### config.mk
export PLATFORM = sky130hd
export DESIGN_NAME = inst_fetch
export DESIGN_NICKNAME = d
export VERILOG_FILES = /design/src/rtl/fetch_pkg.sv /design/src/rtl/pc_next.sv /design/src/rtl/inst_fetch.sv
export SDC_FILE = /design/constraint.sdc
export NUM_CORES = 1
export LEC_CHECK = 0
export CAP_MARGIN = 10
export CORE_MARGIN = 5
export CORE_UTILIZATION = 53
export DETAILED_ROUTE_END_ITERATION = 8
export PLACE_DENSITY = 0.88
export SLEW_MARGIN = 20
export SYNTH_ARGS = -nofsm -noshare
export SYNTH_HDL_FRONTEND = slang
export SYNTH_HIERARCHICAL = 1
export SYNTH_SLANG_ARGS = --single-unit
### constraint.sdc
create_clock -name CLK -period 3.4 [get_ports CLK]
set_input_delay 0.68 -clock CLK [delete_from_list [all_inputs] [get_ports CLK]]
set_output_delay 0.68 -clock CLK [all_outputs]
set_load 0.05 [all_outputs]
### src/rtl/fetch_pkg.sv
// Shared types and constants for the instruction fetch stage.
package fetch_pkg;

  localparam int PC_W_DEFAULT = 10;

  typedef logic [PC_W_DEFAULT-1:0] pc_t;

  typedef enum logic [1:0] {
    IDLE   = 2'd0,
    ARMED  = 2'd1,
    RUN    = 2'd2,
    HALTED = 2'd3
  } fetch_state_t;

endpackage

### src/rtl/pc_next.sv
// Combinational next-PC select: hold, sequential +1, absolute or PC-relative branch.
// All arithmetic wraps modulo 2^PC_W.
module pc_next
  import fetch_pkg::*;
#(
  parameter int PC_W = PC_W_DEFAULT
) (
  input  logic [PC_W-1:0] pc,
  input  logic            hold,
  input  logic            branch_en,
  input  logic            branch_abs,
  input  logic [PC_W-1:0] target,
  output logic [PC_W-1:0] pc_nxt
);

  always_comb begin
    pc_nxt = pc + PC_W'(1);
    if (hold) begin
      pc_nxt = pc;
    end else if (branch_en) begin
      // relative offset is two's complement; truncated add gives the modulo wrap
      pc_nxt = branch_abs ? target : (pc + target);
    end
  end

endmodule

### src/rtl/inst_fetch.sv
// Fetch stage: owns the PC and start/halt run protocol; all outputs registered.
// INST_FETCH_COUNT_EN builds the saturating instr_count, otherwise it is tied to 0.
module inst_fetch
  import fetch_pkg::*;
#(
  parameter int PC_W  = PC_W_DEFAULT,
  parameter int CNT_W = 16
) (
  input  logic             CLK,
  input  logic             rst_n,
  input  logic             start,
  input  logic             stall,
  input  logic             branch_en,
  input  logic             branch_abs,
  input  logic [PC_W-1:0]  target,
  input  logic             halt_req,
  output logic [PC_W-1:0]  pc,
  output logic             fetch_valid,
  output logic             halt,
  output logic [CNT_W-1:0] instr_count
);

  fetch_state_t    state, state_n;
  logic [PC_W-1:0] pc_nxt;
  logic            pc_hold;

  always_ff @(posedge CLK or negedge rst_n) begin
    if (!rst_n) state <= IDLE;
    else        state <= state_n;
  end

  // abort via start outranks halt_req while running
  always_comb begin
    state_n = state;
    case (state)
      IDLE:    if (start) state_n = ARMED;
      ARMED:   if (!start) state_n = RUN;
      RUN: begin
        if (start)         state_n = ARMED;
        else if (halt_req) state_n = HALTED;
      end
      HALTED:  if (start) state_n = ARMED;
      default: state_n = IDLE;
    endcase
  end

  assign pc_hold = halt_req | stall;

  pc_next #(.PC_W(PC_W)) u_pc_next (
    .pc         (pc),
    .hold       (pc_hold),
    .branch_en  (branch_en),
    .branch_abs (branch_abs),
    .target     (target),
    .pc_nxt     (pc_nxt)
  );

  always_ff @(posedge CLK or negedge rst_n) begin
    if (!rst_n) begin
      pc          <= '0;
      fetch_valid <= 1'b0;
      halt        <= 1'b0;
    end else begin
      fetch_valid <= (state_n == RUN);
      halt        <= (state_n == HALTED);
      if (state_n == ARMED)  pc <= '0;
      else if (state == RUN) pc <= pc_nxt;
    end
  end

`ifdef INST_FETCH_COUNT_EN
  logic [CNT_W-1:0] cnt;

  always_ff @(posedge CLK or negedge rst_n) begin
    if (!rst_n) begin
      cnt <= '0;
    end else if (state_n == ARMED) begin
      cnt <= '0;
    end else if (state == RUN && !stall && !start && cnt != {CNT_W{1'b1}}) begin
      cnt <= cnt + CNT_W'(1);
    end
  end

  assign instr_count = cnt;
`else
  assign instr_count = '0;
`endif

endmodule
==> results of run 1 <==
-- cell usage in the layout (no fill, tap or decap), types with 4 or more instances in the layout --
master	netlist	final
nor2_1	16	16
a21oi_1	26	26
inv_1	11	11
conb_1	1	16
nand2_1	8	8
o21ai_1	5	5
clkdlybuf4s50_1	0	28
nor3_1	5	5
o21ai_0	10	10
nand3_1	7	7
o22ai_1	4	4
mux2i_1	14	14
dfrtp_1	14	14
ha_1	12	12
-- worst max path at each step --
stage | endpoint | cells after the start
floorplan | pc[8] | 10
global placement | pc[8] | 11
detailed placement | pc[8] | 11
CTS | pc[8] | 11
global route | pc[8] | 11
finish | pc[8] | 11
-- per-stage QoR --
| stage | total power [W] | setup slack, ns | util (%) |
|---|---|---|---|
| finish | 0.00130 | 0.545 | 63.5 |
| global route | 0.00140 | 0.363 | 63.5 |
| CTS | 0.00130 | 0.541 | 63.5 |
| detailed placement | 0.00121 | 0.261 | 62.7 |
| global placement | 0.00119 | 0.285 | 62.7 |
| floorplan | 0.00101 | 0.828 | - |
-- critical path, cell delays in order --
cell and delay [ns]:
clkdlybuf4s50_1 0.42, ha_1 0.23, fa_1 0.40, a21o_1 0.20
a21oi_2 0.19, o21a_1 0.15, nor3_2 0.05, nand4b_1 0.09
or3b_1 0.36, mux2i_1 0.14, a21oi_1 0.05
-- registers in the layout, summed over array words and instances (netlist names) --
| name | count |
|---|---|
| halt | 1 |
| pc | 10 |
| state | 2 |
| fetch_valid | 1 |
-- where the power goes --
| group | internal, W | switching (W) |
|---|---|---|
| Combinational | 0.000342 | 0.000549 |
| Sequential | 0.000222 | 0.0000988 |
| Clock | 0.0000409 | 0.0000451 |
-- final cells by class --
class / count / area [um2] / share of cell area, %
clock buffer: 3 / 22.5 / 1.17
sequential: 14 / 350 / 18.2
inverter: 11 / 41.3 / 2.15
timing repair buffer: 31 / 303 / 15.8
tap: 44 / 55.1 / 2.86
multi-input combinational: 171 / 1150 / 59.8
-- kinds of logic (layout without fill, tap and decap cells) --
group,Yosys count,count (layout)
AO/OA/AOI/OAI,68,68
XOR/XNOR,6,6
adder cells (fa/ha/maj),13,13
buffers and inverters,35,45
flip-flops,14,14
multiplexers,17,17
other,1,16
AND/OR/NAND/NOR,51,51
-- metal layers --
layer  global-route usage (%)  wire, um  up-vias
met5                        0         0        -
met4                     3.11         0        0
met3                     1.88       135        0
met2                     28.4      1750       31
met1                     22.8      1660      693
li1                         -         -      768
==> impl_metrics.env, run 1 <==
export IMPL_fin_cells=274
export IMPL_hold_violations=0
export IMPL_antenna_found_initial=0
export IMPL_antennaDiodeCount=0
export IMPL_slew_headroom_pct=46.2
export IMPL_seq_area_frac_synth_pct=21.3
export IMPL_vias_per_cell=5.45
export IMPL_cts_tree="yes"
export IMPL_ir_worst_vdd_uv=397
export IMPL_clock_sinks=14
export IMPL_synth_most_common_cell="a21oi_1"
export IMPL_synth_simple_gate_area_share_pct=16.3
export IMPL_drt_initial_drc_count=73
export IMPL_rows=20
export IMPL_holdBufCountCts=0
export IMPL_dp_final_hpwl_mm=2.80
export IMPL_portBuffers=28
export IMPL_grt_max_degree=17
export IMPL_yosysWarnings=6
export IMPL_async_flop_share_pct=100
export IMPL_worstPathRequired_ns=3.51
export IMPL_root_buffer="clkbuf_4"
export IMPL_synth_common_cells="a21oi_1, buf_4, nor2_1"
export IMPL_hp_start="pc[8]"
export IMPL_fill_cells=274
export IMPL_grt_ovfl_total=0
export IMPL_cts_buffers=3
export IMPL_hold_ws_ns=0.688
export IMPL_synthMuxAreaShare_pct=10.6
export IMPL_path_class="input pin to register"
export IMPL_grt_pass1_vias=1347
export IMPL_cp_max_fo=3
export IMPL_fmax_mhz=350
export IMPL_worstPathArrival_ns=2.97
export IMPL_synthTopCellsByArea="dfrtp_1, ha_1, mux2i_1, a21oi_1, buf_4"
export IMPL_wire_per_inst_um=13.0
export IMPL_clk_pin_slew_ns=0.07
export IMPL_dpl_cell_area_um2=1900
export IMPL_syn_inst=205
export IMPL_synth_xor_area_share_pct=3.19
export IMPL_globalplace_congestion=0.823
export IMPL_status="finished clean"
export IMPL_yosysTopAreaCellShare_pct=21.3
export IMPL_power_density_nw_per_um2=675
export IMPL_grt_pass1_wl_mm=5.93
export IMPL_nets=262
export IMPL_cts_setup_buffers=0
export IMPL_drt_total_wl_mm=3.55
export IMPL_start_util_pct=54.4
export IMPL_core_um2=3030
export IMPL_worstReg2RegEnd="pc[8]"
export IMPL_post_route_period_util_pct=84.0
export IMPL_htreeDepth=1
export IMPL_boundaryPins=45
export IMPL_tightest_slew_ns=0.806
export IMPL_syn_area_um2=1650
export IMPL_synth_compound_area_share_pct=25.7
export IMPL_startpoint="target[0]"
export IMPL_skew_ns=0.00177
export IMPL_drv_slew=0
export IMPL_ys_ff_latch=14
export IMPL_reg2regPathDepth=10
export IMPL_vias=1492
export IMPL_synthAdderAreaFrac_pct=10.3
export IMPL_drtAntennaViolNets=0
export IMPL_clk_latency_ns=0.26
export IMPL_cts_resized=0
export IMPL_design_area_um2=1920
export IMPL_drt_first_pass_iters=5
export IMPL_gr_usage_all_layers_pct=16.7
export IMPL_avgSynthCellArea_um2=8.04
export IMPL_rsz0062_at_grt="no"
export IMPL_clockBufferDepth=2
export IMPL_drc=0
export IMPL_layout_drive_gt1_share_pct=8.26
export IMPL_die_height_um=65.8
export IMPL_min_period_ns=2.85
export IMPL_die_w_um=65.8
export IMPL_tns_ns=0
export IMPL_synth_top_area_cell="dfrtp_1"
export IMPL_leakage_nw=0.842
export IMPL_hold_depth=2
export IMPL_post_place_cells=271
export IMPL_crit_path_start_kind="input pin"
export IMPL_endpoint_kind="register"
export IMPL_synth_edf_count=0
export IMPL_synth_top_family_by_area="compound AO/OA/AOI/OAI gates"
export IMPL_r2r_start="pc[0]"
export IMPL_ys_flop_type="dfrtp_1"
export IMPL_die_area_um2=4320
export IMPL_cap_violations=0
export IMPL_setup_violations=0
export IMPL_ys_types=50
export IMPL_worstHoldEndpoint="pc[8]"
export IMPL_r2r_slack_ns=0.91
export IMPL_hold_class="register to register"
export IMPL_areaGrowthSynthToFinish_pct=16.6
Power figures use the tool's default switching activity.
==> run 2: changes to the inputs <==
Settings changed: CORE_UTILIZATION 53 to 44, PLACE_DENSITY 0.88 to 0.78.
Clock period 3.4 ns to 2.4 ns, I/O delays scaled along.
==> run 2 against run 1 <==
Net effect:
- final cell count grew 13%
- via count grew 9.8%
- setup slack lost 0.45 ns
- critical endpoint is now pc[9]
- largest power group unchanged
- highest routed layer is now met4
==> impl_metrics.env, run 2 (same netlist as run 1, synthesis figures left out) <==
export IMPL_clk_pin_slew_ns=0.06
export IMPL_path_class="input pin to register"
export IMPL_layout_common_cells="buf_4, a21oi_1, clkdlybuf4s50_1, conb_1, nor2_1"
export IMPL_vias=1638
export IMPL_drt_first_pass_iters=4
export IMPL_tightest_slew_ns=0.664
export IMPL_cts_tree="yes"
export IMPL_largest_reg_flops=10
export IMPL_grt_pass1_wl_mm=7.17
export IMPL_die_w_um=71.2
export IMPL_switchingPower_w=0.00110
export IMPL_fin_ws_ns=0.0982
export IMPL_pwr_share_comb_pct=71.9
export IMPL_antennaDiodeCount=0
export IMPL_post_route_period_util_pct=95.9
export IMPL_fill_cells=329
export IMPL_skew_ns=0.00727
export IMPL_grt_max_degree=15
export IMPL_fmax_mhz=434
export IMPL_grt_ovfl_total=0
export IMPL_clockBufferDepth=2
export IMPL_drtAntennaViolNets=0
export IMPL_slew_headroom_pct=55.6
export IMPL_vias_per_cell=5.28
export IMPL_rsz0062_at_grt="yes"
export IMPL_ir_worst_vdd_uv=651
export IMPL_power_density_nw_per_um2=981
export IMPL_globalplace_congestion=0.893
export IMPL_regMostFlops="pc"
export IMPL_clock_sinks=14
export IMPL_critPathCapture="pc[9]"
export IMPL_r2r_slack_ns=0.13
export IMPL_core_um2=3630
export IMPL_dp_final_hpwl_mm=3.36
export IMPL_setup_violations=0
export IMPL_r2r_start="pc[0]"
export IMPL_hold_class="input pin to asynchronous set/reset pin"
export IMPL_final_common_cell="buf_4"
export IMPL_p_clk_share_pct=9.4
export IMPL_areaGrowthSynthToFinish_pct=36.5
export IMPL_cp_max_fo=3
export IMPL_top_regs="pc (10), state (2)"
export IMPL_drv_slew=0
export IMPL_boundaryPins=45
export IMPL_reg2regPathDepth=11
export IMPL_die_area_um2=5070
export IMPL_nets=293
export IMPL_worstReg2RegEnd="pc[6]"
export IMPL_htreeDepth=1
export IMPL_start_util_pct=45.4
export IMPL_drt_initial_drc_count=62
export IMPL_die_height_um=71.2
export IMPL_root_buffer="clkbuf_8"
export IMPL_antenna_found_initial=0
export IMPL_post_place_cells=305
export IMPL_gr_usage_all_layers_pct=17.4
export IMPL_portBuffers=28
export IMPL_endpoint_kind="register"
export IMPL_p_sw_share_pct=49.7
export IMPL_leakage_nw=1.02
export IMPL_rows=22
export IMPL_drt_total_wl_mm=4.28
export IMPL_startpoint="target[6]"
export IMPL_power_w=0.00221
export IMPL_cap_violations=0
export IMPL_clk_latency_ns=0.25
export IMPL_fin_cells=310
export IMPL_pwr_share_seq_pct=18.7
export IMPL_crit_path_start_kind="input pin"
export IMPL_wire_per_inst_um=13.8
export IMPL_worstPathRequired_ns=2.53
export IMPL_holdBufCountCts=0
export IMPL_p_int_w=0.00111
export IMPL_min_period_ns=2.30
export IMPL_pre_cts_slack_ns=-0.493
export IMPL_post_route_util_pct=61.9
export IMPL_grt_pass1_vias=1590
export IMPL_cts_buffers=3
export IMPL_layout_drive_gt1_share_pct=22.9
export IMPL_status="finished clean"
export IMPL_drc=0
export IMPL_worstPathArrival_ns=2.43
export IMPL_hold_violations=0
[run 2: changes by cell type in the layout (fill, tap and decap cells not counted), moves of 3 or more]
cell             before  now
buf_4                 3   34
clkbuf_4              3    0
clkbuf_8              0    3
clkdlybuf4s50_1      28   24
ha_1                 12    8
ha_4                  0    3
[run 2: worst min-delay path by stage]
stage	slack, ns	end	cells past startpoint
after floorplan	0.18	fetch_valid	0
after global placement	0.67	pc[8]	2
after detailed placement	0.68	pc[8]	2
after CTS	0.65	fetch_valid	1
after global routing	0.67	fetch_valid	1
final	0.63	fetch_valid	1
[run 2: final cells by class]
type	count	area (um2)	area share, %
clock buffers	4	45.0	2.00
inverters	11	41.3	1.84
multi-input cells	171	1220	54.1
flip-flops and latches	14	352	15.6
well taps	48	60.1	2.67
repair buffers	62	534	23.7
[run 2: what timing repair did]
item	CTS	global route
resized for setup	5	9
pin swaps	4	9
buffers inserted	0	1
setup endpoints to repair	5	5
[run 2: per-layer routing]
metal,global-route usage [%],share of wire [%],vias up
met4,7.10,1.9,0
met3,2.56,4.0,10
met5,0,0,-
met1,22.0,44,767
li1,-,-,823
met2,29.5,50,38
[run 2: worst max-delay path, cell delays in order]
cell,delay (ns)
clkdlybuf4s50_1,0.42
ha_1,0.37
a2111oi_4,0.32
nand2b_1,0.08
o211ai_1,0.24
mux2i_1,0.23
o21ai_1,0.09
mux2i_1,0.14
a21oi_1,0.05
[run 2: power by group through the flow]
stage          Clock (W)  Combinational [W]  Sequential, W
2_1_floorplan          0           0.000783       0.000663
3_3_place_gp           0            0.00150       0.000408
3_5_place_dp           0            0.00153       0.000412
4_1_cts         0.000213            0.00155       0.000412
5_1_grt         0.000227            0.00172       0.000426
6_report        0.000208            0.00159       0.000413
[run 2: stage by stage]
| stage | hold slack [ns] | area [um2] | setup TNS, ns |
|---|---|---|---|
| after floorplan | 0.184 | 1720 | 0 |
| after global placement | 0.670 | 2140 | -1.86 |
| final | 0.629 | 2250 | 0 |
| after global routing | 0.673 | 2250 | -0.00787 |
| after CTS | 0.649 | 2210 | 0 |
| after detailed placement | 0.684 | 2140 | -2.15 |
==> run 3: changes to the inputs <==
Settings changed: MAX_ROUTING_LAYER set to met4.
==> run 3 against run 2 <==
Net effect:
- highest routed layer unchanged
- flip-flop and latch count did not move
- final cell count did not move
- register-to-register slack barely moved
- critical path type unchanged
- critical endpoint unchanged
- global-route usage rose by 0.52 points
- worst hold slack improved by 0.0017 ns
- clock power barely moved
- largest power group unchanged
==> impl_metrics.env, run 3 (same netlist as run 1, synthesis figures left out) <==
export IMPL_areaGrowthSynthToFinish_pct=36.5
export IMPL_ir_worst_vdd_uv=649
export IMPL_grt_max_degree=15
export IMPL_drt_initial_drc_count=53
export IMPL_post_route_util_pct=61.9
export IMPL_grt_pass1_vias=1587
export IMPL_holdBufCountCts=0
export IMPL_endpoint_kind="register"
export IMPL_design_area_um2=2250
export IMPL_cts_buffers=3
export IMPL_drc=0
export IMPL_slew_headroom_pct=55.4
export IMPL_antenna_found_initial=0
export IMPL_antennaDiodeCount=0
export IMPL_clockBufferDepth=2
export IMPL_fmax_mhz=435
export IMPL_drtAntennaViolNets=0
export IMPL_regMostFlops="pc"
export IMPL_tightest_slew_ns=0.667
export IMPL_cp_max_fo=3
export IMPL_leakage_nw=1.02
export IMPL_setup_violations=0
export IMPL_layout_drive_gt1_share_pct=22.9
export IMPL_skew_ns=0.00730
export IMPL_wire_per_inst_um=13.8
export IMPL_portBuffers=28
export IMPL_post_route_period_util_pct=95.9
export IMPL_cap_violations=0
export IMPL_htreeDepth=1
export IMPL_largest_reg_flops=10
export IMPL_hold_class="input pin to asynchronous set/reset pin"
export IMPL_drv_slew=0
export IMPL_layout_common_cells="buf_4, a21oi_1, clkdlybuf4s50_1, conb_1, nor2_1"
export IMPL_rsz0062_at_grt="yes"
export IMPL_hold_ws_ns=0.631
export IMPL_met1_usage_pct=22.0
export IMPL_nets=293
export IMPL_core_um2=3630
export IMPL_status="finished clean"
export IMPL_grt_ovfl_total=0
export IMPL_grt_use_met3_pct=2.56
export IMPL_final_common_cell="buf_4"
export IMPL_worstPathArrival_ns=2.43
export IMPL_drt_total_wl_mm=4.27
export IMPL_die_area_um2=5070
export IMPL_top_regs="pc (10), state (2)"
export IMPL_path_class="input pin to register"
export IMPL_dp_final_hpwl_mm=3.36
export IMPL_fin_ws_ns=0.0995
export IMPL_dpl_cell_area_um2=2140
export IMPL_globalplace_congestion=0.908
export IMPL_drt_first_pass_iters=4
export IMPL_min_period_ns=2.30
export IMPL_cts_tree="yes"
export IMPL_gr_usage_all_layers_pct=18.0
export IMPL_r2r_slack_ns=0.13
export IMPL_busiest_layer="met2"
export IMPL_clock_sinks=14
export IMPL_worstPathRequired_ns=2.53
export IMPL_power_density_nw_per_um2=981
export IMPL_vias_per_cell=5.33
export IMPL_grt_pass1_wl_mm=7.18
export IMPL_root_buffer="clkbuf_8"
export IMPL_power_w=0.00221
export IMPL_vias=1653
export IMPL_clk_latency_ns=0.25
export IMPL_start_util_pct=45.4
export IMPL_rows=22
export IMPL_hold_violations=0
export IMPL_die_height_um=71.2
export IMPL_clk_pin_slew_ns=0.06
export IMPL_grtUsageMet2_pct=29.5
export IMPL_die_w_um=71.2
export IMPL_crit_path_start_kind="input pin"
export IMPL_boundaryPins=45
export IMPL_pre_cts_slack_ns=-0.493
==> run 3: layout make-up <==
class	instances	area, um2
timing repair buffer	62	534
tap	48	60.1
inverter	11	41.3
clock buffer	4	45.0
multi-input combinational	171	1220
sequential	14	352
fill	329	1380
==> run 3: final timing paths <==
kind / start / end / depth (start not counted)
min in group CLK: pc[8] / pc[8] / 2
worst max-delay path: target[6] / pc[9] / 9
worst max register to register: pc[0] / pc[6] / 11
worst min register to register: pc[8] / pc[8] / 2
worst min-delay path: rst_n / fetch_valid / 1
max in group asynchronous: rst_n / pc[0] / 1
==> run 3: what timing repair did <==
item	4_1_cts	5_1_grt
setup endpoints to repair	5	5
pin swaps	4	9
gates cloned	0	0
resized for setup	5	9
buffers inserted	0	1
==> run 3: power breakdown <==
group	switching (W)	leakage, nW	total, W	internal [W]
registers	0.0000953	0.189	0.000413	0.000318
logic	0.000913	0.812	0.00159	0.000674
clock network	0.0000899	0.0228	0.000208	0.000118
total	0.00110	1.02	0.00221	0.00111
==> run 3: metrics by stage <==
| step | cells | TNS, ns |
|---|---|---|
| after floorplan | 220 | 0 |
| after global placement | 305 | -1.86 |
| after detailed placement | 305 | -2.15 |
| after CTS | 309 | 0 |
| after global routing | 310 | -0.00787 |
| final | 310 | 0 |
==> run 3: critical path: stages <==
cell and delay [ns]:
clkdlybuf4s50_1 0.42, ha_1 0.37, a2111oi_4 0.32, nand2b_1 0.08
o211ai_1 0.24, mux2i_1 0.23, o21ai_1 0.09, mux2i_1 0.14
a21oi_1 0.05
==> run 3: layer usage <==
metal	share of wire, %	wire, um
met1	44	1870
met2	50	2130
met3	4.5	194
met4	1.9	82
met5	0	0
